**src/rtl/imem_pkg.sv**
```systemverilog
// Shared types and constants for the instruction-memory loader.
// The memory is 256 words addressed by a 10-bit byte address, same as the ROM.
package imem_pkg;

   localparam int ADDR_W         = 10;
   localparam int DATA_W         = 32;
   localparam int DEPTH          = 256;
   localparam int BYTES_PER_WORD = 4;
   localparam int IDX_W          = ADDR_W - 2;
   localparam int CNT_W          = IDX_W + 1;

   localparam logic [ADDR_W-1:0] DEPTH_LIMIT = ADDR_W'(DEPTH);

   typedef enum logic [1:0] {
      IDLE,
      LOAD,
      WRITE,
      DONE
   } state_t;

   // True when a load of num words starting at word idx stays inside the memory.
   function automatic logic range_ok(input logic [IDX_W-1:0] idx,
                                     input logic [CNT_W-1:0] num);
      logic [ADDR_W-1:0] last_plus_one;
      last_plus_one = {2'b00, idx} + {1'b0, num};
      return last_plus_one <= DEPTH_LIMIT;
   endfunction

endpackage

```
**src/rtl/byte_packer.sv**
```systemverilog
// Assembles four consecutive bytes into one big-endian 32-bit word.
// Byte k of a word lands in word[31-8k -: 8]; word_ready flags the 4th byte.
module byte_packer
   import imem_pkg::*;
(
   input  logic              clk,
   input  logic              reset,
   input  logic              clear,
   input  logic              byte_valid,
   input  logic [7:0]        byte_data,
   output logic [DATA_W-1:0] word,
   output logic              word_ready
);

   logic [1:0]        byte_cnt_reg;
   logic [DATA_W-1:0] word_reg;

   always_ff @(posedge clk) begin
      if (reset || clear) begin
         byte_cnt_reg <= 2'd0;
      end else if (byte_valid) begin
         byte_cnt_reg <= byte_cnt_reg + 2'd1;
      end
   end

   // One register lane per byte position, loaded when the counter points at it.
   for (genvar gi = 0; gi < BYTES_PER_WORD; gi++) begin : g_lane
      always_ff @(posedge clk) begin
         if (reset || clear) begin
            word_reg[DATA_W-1-8*gi -: 8] <= 8'h00;
         end else if (byte_valid && (byte_cnt_reg == 2'(gi))) begin
            word_reg[DATA_W-1-8*gi -: 8] <= byte_data;
         end
      end
   end

   assign word       = word_reg;
   assign word_ready = byte_valid && (byte_cnt_reg == 2'(BYTES_PER_WORD - 1));

endmodule

```
**src/rtl/imem_loader.sv**
```systemverilog
// Streams bytes into the writable instruction memory one packed word at a time,
// holding the CPU for the whole load.
module imem_loader
   import imem_pkg::*;
(
   input  logic              clk,
   input  logic              reset,
   input  logic              start,
   input  logic [ADDR_W-1:0] start_addr,
   input  logic [CNT_W-1:0]  num_words,
   input  logic              abort,
   input  logic              in_valid,
   input  logic [7:0]        in_data,
   output logic              in_ready,
   output logic              wr_en,
   output logic [ADDR_W-1:0] wr_addr,
   output logic [DATA_W-1:0] wr_data,
   output logic              cpu_hold,
   output logic              done,
   output logic              err,
   output logic [CNT_W-1:0]  words_written
);

   state_t            state_reg, state_next;
   logic              err_next;
   logic [IDX_W-1:0]  index_reg;
   logic [CNT_W-1:0]  words_left_reg;
   logic [CNT_W-1:0]  words_written_reg;
   logic              in_ready_reg;
   logic              wr_en_reg;
   logic              cpu_hold_reg;
   logic              done_reg;
   logic              err_reg;

   logic              start_idle;
   logic              start_ok;
   logic              byte_fire;
   logic              word_ready;
   logic [DATA_W-1:0] packed_word;
   logic              unused_addr_bits;

   assign unused_addr_bits = ^start_addr[1:0];

   assign start_idle = (state_reg == IDLE) && start;
   assign start_ok   = range_ok(start_addr[ADDR_W-1:2], num_words);
   // Abort wins over a byte offered in the same cycle.
   assign byte_fire  = (state_reg == LOAD) && in_valid && !abort;

   byte_packer u_packer (
      .clk        (clk),
      .reset      (reset),
      .clear      (start_idle),
      .byte_valid (byte_fire),
      .byte_data  (in_data),
      .word       (packed_word),
      .word_ready (word_ready)
   );

   always_comb begin
      state_next = state_reg;
      err_next   = 1'b0;
      case (state_reg)
         IDLE: begin
            if (start) begin
               if (!start_ok) begin
                  err_next = 1'b1;
               end else if (num_words == '0) begin
                  state_next = DONE;
               end else begin
                  state_next = LOAD;
               end
            end
         end
         LOAD: begin
            if (abort) begin
               state_next = IDLE;
               err_next   = 1'b1;
            end else if (word_ready) begin
               state_next = WRITE;
            end
         end
         WRITE: begin
            if (abort) begin
               state_next = IDLE;
               err_next   = 1'b1;
            end else if (words_left_reg == CNT_W'(1)) begin
               state_next = DONE;
            end else begin
               state_next = LOAD;
            end
         end
         DONE: begin
            state_next = IDLE;
         end
         default: begin
            state_next = IDLE;
         end
      endcase
   end

   // Status outputs are decodes of the next state so they line up with state_reg.
   always_ff @(posedge clk) begin
      if (reset) begin
         state_reg    <= IDLE;
         in_ready_reg <= 1'b0;
         wr_en_reg    <= 1'b0;
         cpu_hold_reg <= 1'b0;
         done_reg     <= 1'b0;
         err_reg      <= 1'b0;
      end else begin
         state_reg    <= state_next;
         in_ready_reg <= (state_next == LOAD);
         wr_en_reg    <= (state_next == WRITE);
         cpu_hold_reg <= (state_next != IDLE);
         done_reg     <= (state_next == DONE);
         err_reg      <= err_next;
      end
   end

   always_ff @(posedge clk) begin
      if (reset) begin
         index_reg         <= '0;
         words_left_reg    <= '0;
         words_written_reg <= '0;
      end else if (start_idle && start_ok) begin
         index_reg         <= start_addr[ADDR_W-1:2];
         words_left_reg    <= num_words;
         words_written_reg <= '0;
      end else if ((state_reg == WRITE) && !abort) begin
         // The range check at start keeps index_reg <= 255 for every write.
         index_reg         <= index_reg + IDX_W'(1);
         words_left_reg    <= words_left_reg - CNT_W'(1);
         words_written_reg <= words_written_reg + CNT_W'(1);
      end
   end

   assign in_ready      = in_ready_reg;
   assign wr_en         = wr_en_reg;
   assign wr_addr       = {index_reg, 2'b00};
   assign wr_data       = packed_word;
   assign cpu_hold      = cpu_hold_reg;
   assign done          = done_reg;
   assign err           = err_reg;
   assign words_written = words_written_reg;

endmodule

```
**config.mk**
```make
export PLATFORM = sky130hd
export DESIGN_NAME = imem_loader
export DESIGN_NICKNAME = d
export VERILOG_FILES = /design/src/rtl/imem_pkg.sv /design/src/rtl/byte_packer.sv /design/src/rtl/imem_loader.sv
export SDC_FILE = /design/constraint.sdc
export NUM_CORES = 1
export LEC_CHECK = 0
export CAP_MARGIN = 0
export CORE_AREA = 5 5 75 146
export CTS_CLUSTER_SIZE = 10
export DETAILED_ROUTE_END_ITERATION = 7
export DIE_AREA = 0 0 80 151
export GPL_ROUTABILITY_DRIVEN = 0
export GPL_TIMING_DRIVEN = 0
export PLACE_DENSITY = 0.61
export RECOVER_POWER = 25
export SLEW_MARGIN = 20
export SYNTH_ARGS = -nofsm -noshare
export SYNTH_HDL_FRONTEND = slang
export SYNTH_SLANG_ARGS = --single-unit
```
**constraint.sdc**
```tcl
create_clock -name clk -period 3 [get_ports clk]
set_clock_uncertainty 0.15 [all_clocks]
set_input_delay 0.45 -clock clk [delete_from_list [all_inputs] [get_ports clk]]
set_output_delay 0.45 -clock clk [all_outputs]
set_load 0.01 [all_outputs]
```
==> results of run 1 <==
-- cells in the mapped netlist, types with 4 or more instances --
cell / number
nand2_1: 87
dfxtp_1: 67
a21oi_1: 43
nor2_1: 29
ha_1: 21
mux2i_1: 15
xor2_1: 15
clkbuf_1: 13
xnor2_1: 11
inv_1: 9
nor2_2: 8
nand3_1: 7
nand2b_1: 6
nor3_1: 6
nand4_1: 5
and2_1: 4
o21a_1: 4
o21ai_0: 4
-- stage by stage --
| step | total power, mW | TNS, ns | setup slack, ns | cells |
|---|---|---|---|---|
| 2_1_floorplan | 1.59 | 0 | 0.0319 | 399 |
| 3_3_place_gp | 1.86 | -21.38 | -0.795 | 613 |
| 3_5_place_dp | 1.88 | -22.09 | -0.820 | 613 |
| 4_1_cts | 3.05 | 0 | 0.00255 | 638 |
| 5_1_grt | 3.23 | -0.00388 | -0.00276 | 639 |
| 6_report | 3.05 | 0 | 0.0904 | 639 |
-- how the worst max path moves through the flow --
stage / to / slack, ns / cells past startpoint
floorplan: index_reg[0] / 0.03 / 12
global placement: index_reg[5] / -0.79 / 13
detailed placement: index_reg[1] / -0.82 / 13
CTS: index_reg[5] / 0.003 / 12
global route: words_left_reg[7] / -0.003 / 14
finish: index_reg[5] / 0.09 / 14
-- layer usage --
| layer | GRT usage | vias to the layer above |
|---|---|---|
| met2 | 0.334 | 83 |
| met4 | 0.0567 | 0 |
| met1 | 0.165 | 1417 |
| met5 | 0 | - |
| met3 | 0.0488 | 13 |
| li1 | - | 1547 |
-- tightest hold or removal path, delay by kind of cell, from the launching register on --
family / cells / cell delay, ns
DFF: 1 / 0.30
and+or+nand+nor: 1 / 0.05
AOI/OAI and AO/OA: 1 / 0.05
-- cells by family after synthesis --
| family | synth area share |
|---|---|
| buffers and inverters | 0.0394 |
| other | 0.00113 |
| AOI/OAI and AO/OA | 0.118 |
| DFF | 0.403 |
| adders and majority gates | 0.0849 |
| muxes | 0.0451 |
| xor gates and xnor gates | 0.0684 |
| and+or+nand+nor | 0.241 |
-- layout by cell type (no fill, tap or decap), drive strengths merged, types with 7 or more instances in the layout --
master         instances
nand3                  7
xor2                  15
nor3                   7
dfxtp                 67
ha                    21
clkbuf                22
nand2                 87
buf                   15
nor2                  37
mux2i                 15
inv                   11
xnor2                 11
dlygate4sd3           30
a21oi                 44
clkdlybuf4s50         42
-- power groups by stage --
stage / Combinational [mW] / Clock (mW) / Sequential [mW]
2_1_floorplan: 0.496 / 0 / 1.09
4_1_cts: 0.886 / 1.10 / 1.06
3_5_place_dp: 0.797 / 0 / 1.08
5_1_grt: 1.00 / 1.15 / 1.08
3_3_place_gp: 0.782 / 0 / 1.08
6_report: 0.904 / 1.08 / 1.06
-- area by class of cell --
type,count,area (um^2),share of cell area
multi-input combinational,305,1970,0.406
sequential,67,1340,0.276
timing repair buffer,92,938,0.193
clock buffer,9,225,0.0464
tap,132,165,0.0340
buffer,18,106,0.0219
clock inverter,7,76.3,0.0157
inverter,9,33.8,0.00695
-- timing repair --
action / CTS / global route
resized for setup: 23 / 14
setup buffers: 8 / 1
pin swaps: 9 / 6
gates cloned: 1 / 0
hold buffers: 0 / 0
endpoints found under the setup margin: 32 / 31
==> results.sh, run 1 <==
export IMPL_synth_area_um2=3330
export IMPL_power_switching_mw=0.971
export IMPL_crit_path_end_kind="flip-flop"
export IMPL_yosysSeqAreaShare=0.403
export IMPL_cp_cell_sequence="clkdlybuf4s15_2, ha_4, fa_2, buf_4, xor2_1, nor3_2, o21a_1, o221ai_2, o22a_2, nor3_2, buf_6, bufbuf_16, mux2i_1, nor2_1"
export IMPL_area_growth_pct=45.9
export IMPL_syn_area_per_cell_um2=8.37
export IMPL_sequentialPowerShare=0.349
export IMPL_path_buf_inv=4
export IMPL_path_clk_slew_ns=0.06
export IMPL_pwr_share_comb=0.297
export IMPL_start_util=0.343
export IMPL_startpoint_type="input pin"
export IMPL_insertion_delay_ns=0.33
export IMPL_reg2reg_to="words_left_reg[7]"
export IMPL_cpLargestDelayFamily="buffers and inverters"
export IMPL_min_to="u_packer.word[25]"
export IMPL_grt_antenna_before_repair=0
export IMPL_dpl_hpwl_mm=7.50
export IMPL_drc=0
export IMPL_met1_length_mm=3.41
export IMPL_async_flop_share=0
export IMPL_met2WireLength_mm=5.58
export IMPL_cp_slowest_cell="fa_2"
export IMPL_grt_ovfl_total=0
export IMPL_diodes=0
export IMPL_numCtsBuffers=9
export IMPL_cts_tree="yes"
export IMPL_required_ns=3.05
export IMPL_yosysWarnings=0
export IMPL_power_switching_share=0.319
export IMPL_utilization=0.501
export IMPL_cts_max_level=3
export IMPL_wirelength_mm=9.73
export IMPL_synthFlopType="dfxtp_1"
export IMPL_core_um2=9700
export IMPL_drive_gt1_frac=0.118
export IMPL_worst_r2r_path_depth=10
export IMPL_arrival_ns=2.96
export IMPL_fin_crit_sh=0.970
export IMPL_max_vdd_ir_drop_mv=0.357
export IMPL_grt_pass1_vias=3205
export IMPL_r2r_slack_ns=0.54
export IMPL_r2r_start="state_reg[0]"
export IMPL_setup_viol=0
export IMPL_post_drt_via_cell_ratio=4.79
export IMPL_leakagePower_nw=1.91
export IMPL_synth_cell_types=48
export IMPL_hp_start="u_packer.word[25]"
export IMPL_hold_slack_ns=0.297
export IMPL_firstDrtPassIters=4
export IMPL_synth_top_cell_area_share=0.403
export IMPL_synth_top_cells_by_area="dfxtp_1 40%, nand2_1 9.8%, ha_1 7.9%"
export IMPL_maxUsedRoutingLayer="met4"
export IMPL_worst_pin_slew_ns=0.548
export IMPL_antenna_left=0
export IMPL_p_int_mw=2.08
export IMPL_crit_path_frequent_cell="nor3_2"
export IMPL_placed_area_um2=4320
export IMPL_synth_edff_count=0
export IMPL_num_fill_cells=946
export IMPL_grt_max_degree=14
export IMPL_drtIter0Drc=119
export IMPL_synthCells=398
export IMPL_rows=51
export IMPL_dieArea_um2=12100
export IMPL_largest_register_ffs=32
export IMPL_cts_buffer_depth=2
export IMPL_critPathLaunch="start_addr[2]"
export IMPL_max_cap_viol_count=0
export IMPL_power_density_nw_per_um2=627
export IMPL_ioPinCount=88
export IMPL_hold_viol_final=0
export IMPL_met3_wirelength_um=562
export IMPL_final_area_um2=4860
export IMPL_fmax_ghz=0.344
export IMPL_track_usage=0.171
export IMPL_nNetsFinal=556
export IMPL_max_stage_delay_ns=0.36
export IMPL_criticalPathCategory="in -> reg"
export IMPL_clockRootBuffer="clkbuf_16"
export IMPL_relSlewSlack=0.635
export IMPL_fin_crit_ns=2.91
export IMPL_status="finished, final reports clean"
export IMPL_grt_pass1_wl_mm=15.8
export IMPL_fp_dieH_um=151
export IMPL_clock_sinks=67
export IMPL_via_count=3060
export IMPL_die_x_um=80
export IMPL_synth_top_cell_by_area="dfxtp_1"
export IMPL_clkPwrFrac=0.354
export IMPL_synth_seq_cells=67
export IMPL_wire_per_inst_um=15.2
export IMPL_hold_class="reg -> reg"
export IMPL_crit_fanout=5
export IMPL_port_buffers=82
export IMPL_drv_slew=0
export IMPL_hold_depth=2
No activity file was read; power rests on OpenSTA's default activity.
==> run 2: changes to the inputs <==
--- a/config.mk
+++ b/config.mk
@@ -6,13 +6,14 @@
 export NUM_CORES = 1
 export LEC_CHECK = 0
 export CAP_MARGIN = 0
-export CORE_AREA = 5 5 75 146
+export CORE_AREA = 5 5 68 132
+export CTS_CLUSTER_DIAMETER = 50
 export CTS_CLUSTER_SIZE = 10
 export DETAILED_ROUTE_END_ITERATION = 7
-export DIE_AREA = 0 0 80 151
+export DIE_AREA = 0 0 73 137
 export GPL_ROUTABILITY_DRIVEN = 0
 export GPL_TIMING_DRIVEN = 0
-export PLACE_DENSITY = 0.61
+export PLACE_DENSITY = 0.73
 export RECOVER_POWER = 25
 export SLEW_MARGIN = 20
 export SYNTH_ARGS = -nofsm -noshare
==> run 2 against run 1 <==
Against the previous run: non-clock buffer count decreased by 3; largest power group unchanged; clock power hardly changed; global-route usage up 0.44 points; critical endpoint is now wr_en.
==> results.sh, run 2 (synthesis results as in run 1) <==
export IMPL_wirelength_mm=8.58
export IMPL_num_fill_cells=708
export IMPL_path_buf_inv=3
export IMPL_criticalPathCategory="in -> reg"
export IMPL_area_growth_pct=44.0
export IMPL_drv_slew=0
export IMPL_clockRootBuffer="clkbuf_16"
export IMPL_via_count=3003
export IMPL_hp_start="u_packer.word[25]"
export IMPL_cts_max_level=3
export IMPL_drtIter0Drc=155
export IMPL_rows=46
export IMPL_grt_pass1_wl_mm=13.6
export IMPL_use_met2=0.289
export IMPL_fmax_ghz=0.347
export IMPL_fin_crit_sh=0.962
export IMPL_crit_fanout=5
export IMPL_max_stage_delay_ns=0.36
export IMPL_relSlewSlack=0.637
export IMPL_startpoint_type="input pin"
export IMPL_final_cell_mix="87 x nand2_1, 67 x dfxtp_1, 45 x clkdlybuf4s50_1"
export IMPL_arrival_ns=2.93
export IMPL_core_um2=7830
export IMPL_power_total_mw=3.05
export IMPL_max_vdd_ir_drop_mv=0.482
export IMPL_leakagePower_nw=1.88
export IMPL_dieArea_um2=10000
export IMPL_dpl_hpwl_mm=6.09
export IMPL_insertion_delay_ns=0.33
export IMPL_rsz0062_at_grt="no"
export IMPL_clock_sinks=67
export IMPL_final_common_cell="nand2_1"
export IMPL_grt_max_degree=12
export IMPL_track_usage=0.175
export IMPL_cts_buffer_depth=2
export IMPL_antenna_left=0
export IMPL_cts_tree="yes"
export IMPL_numCtsBuffers=9
export IMPL_nNetsFinal=553
export IMPL_largest_register_ffs=32
export IMPL_setup_slack_ns=0.114
export IMPL_r2r_slack_ns=0.48
export IMPL_dp_slack_ns=-0.733
export IMPL_port_buffers=82
export IMPL_r2r_start="state_reg[0]"
export IMPL_post_drt_via_cell_ratio=5.01
export IMPL_ioPinCount=88
export IMPL_busiest_layer="met2"
export IMPL_path_clk_slew_ns=0.05
export IMPL_wire_per_inst_um=14.3
export IMPL_cp_slowest_cell="fa_2"
export IMPL_start_util=0.426
export IMPL_status="finished, final reports clean"
export IMPL_worst_pin_slew_ns=0.544
export IMPL_required_ns=3.05
export IMPL_grt_pass1_vias=2884
export IMPL_fp_dieH_um=137
export IMPL_die_x_um=73
export IMPL_firstDrtPassIters=4
export IMPL_reg2reg_to="words_left_reg[7]"
export IMPL_use_met3=0.0463
export IMPL_power_density_nw_per_um2=635
export IMPL_max_cap_viol_count=0
export IMPL_hold_viol_final=0
export IMPL_grt_ovfl_total=0
export IMPL_worst_r2r_path_depth=10
export IMPL_crit_path_end_kind="flip-flop"
export IMPL_min_to="u_packer.word[25]"
export IMPL_hold_depth=2
export IMPL_drive_gt1_frac=0.111
export IMPL_drc=0
export IMPL_diodes=0
export IMPL_hold_class="reg -> reg"
export IMPL_grt_antenna_before_repair=0
export IMPL_cpLargestDelayFamily="compound AO/OA/AOI/OAI gates"
export IMPL_fin_crit_ns=2.89
export IMPL_met1_usage=0.214
export IMPL_setup_viol=0
export IMPL_cp_cell_sequence="dlygate4sd2_1, ha_2, fa_2, a21o_1, a211o_1, a21oi_2, o221ai_1, o22a_2, buf_4, buf_4, o21ai_2, o21ai_2, nor3b_2"
[run 2: cell types whose count changed in the layout (fill, tap and decap cells not counted), moves of 2 or more]
| cell | delta |
|---|---|
| dlymetal6s2s_1 | -2 |
| inv_6 | -2 |
| clkdlybuf4s50_1 | +3 |
| clkbuf_8 | +3 |
| buf_6 | +2 |
| o21ai_2 | +2 |
| buf_4 | -5 |
[run 2: final cells by class]
class	count	area (um^2)	area share
Buffer	18	106	0.0222
Clock buffer	12	267	0.0556
Clock inverter	3	46.3	0.00965
Inverter	9	33.8	0.00704
Multi-Input combinational cell	305	1970	0.410
Sequential cell	67	1340	0.280
Tap cell	96	120	0.0250
Timing Repair Buffer	89	917	0.191
[run 2: worst reg2reg max path, cell delays in order, from the launching register on]
cell,delay [ns]
dfxtp_1,0.34
inv_1,0.15
ha_1,0.21
nor2b_1,0.47
nand2b_1,0.14
nor3_1,0.27
nand2b_1,0.13
nor4_1,0.23
xor2_1,0.12
mux2i_1,0.14
nor2_1,0.05
[run 2: report_power, final]
part | internal [mW] | switching [mW]
Sequential | 0.988 | 0.0761
Combinational | 0.434 | 0.465
Clock | 0.708 | 0.377
[run 2: worst max path at each step]
| stage | cells after the start | endpoint | start | slack [ns] |
|---|---|---|---|---|
| 2_1_floorplan | 12 | index_reg[0] | start_addr[2] | 0.03 |
| 3_5_place_dp | 13 | index_reg[4] | num_words[0] | -0.73 |
| 5_1_grt | 12 | words_left_reg[3] | num_words[3] | 0.001 |
| 3_3_place_gp | 13 | index_reg[6] | num_words[0] | -0.70 |
| 6_report | 13 | wr_en | start_addr[2] | 0.11 |
| 4_1_cts | 13 | wr_en | start_addr[2] | 0.002 |
[run 2: per-layer routing]
layer | part of all wire | routed length (um)
met2 | 0.50 | 4250
met3 | 0.059 | 502
met4 | 0.016 | 139
met5 | 0 | 0
met1 | 0.43 | 3690
[run 2: per-stage QoR]
step	hold WS, ns	instances	TNS, ns	instance area [um^2]	utilization
floorplan	0.331	399	0	3330	-
global placement	0.293	577	-18.16	4280	0.546
detailed placement	0.297	577	-19.20	4280	0.546
CTS	0.304	599	0	4730	0.604
global route	0.320	599	0	4800	0.613
finish	0.299	599	0	4800	0.613
[run 2: what timing repair did]
item / CTS / global route
pin swaps: 9 / 6
setup endpoints to repair: 32 / 30
resized for setup: 22 / 15
gates cloned: 2 / 0
hold buffers: 0 / 0
buffers inserted: 5 / 0
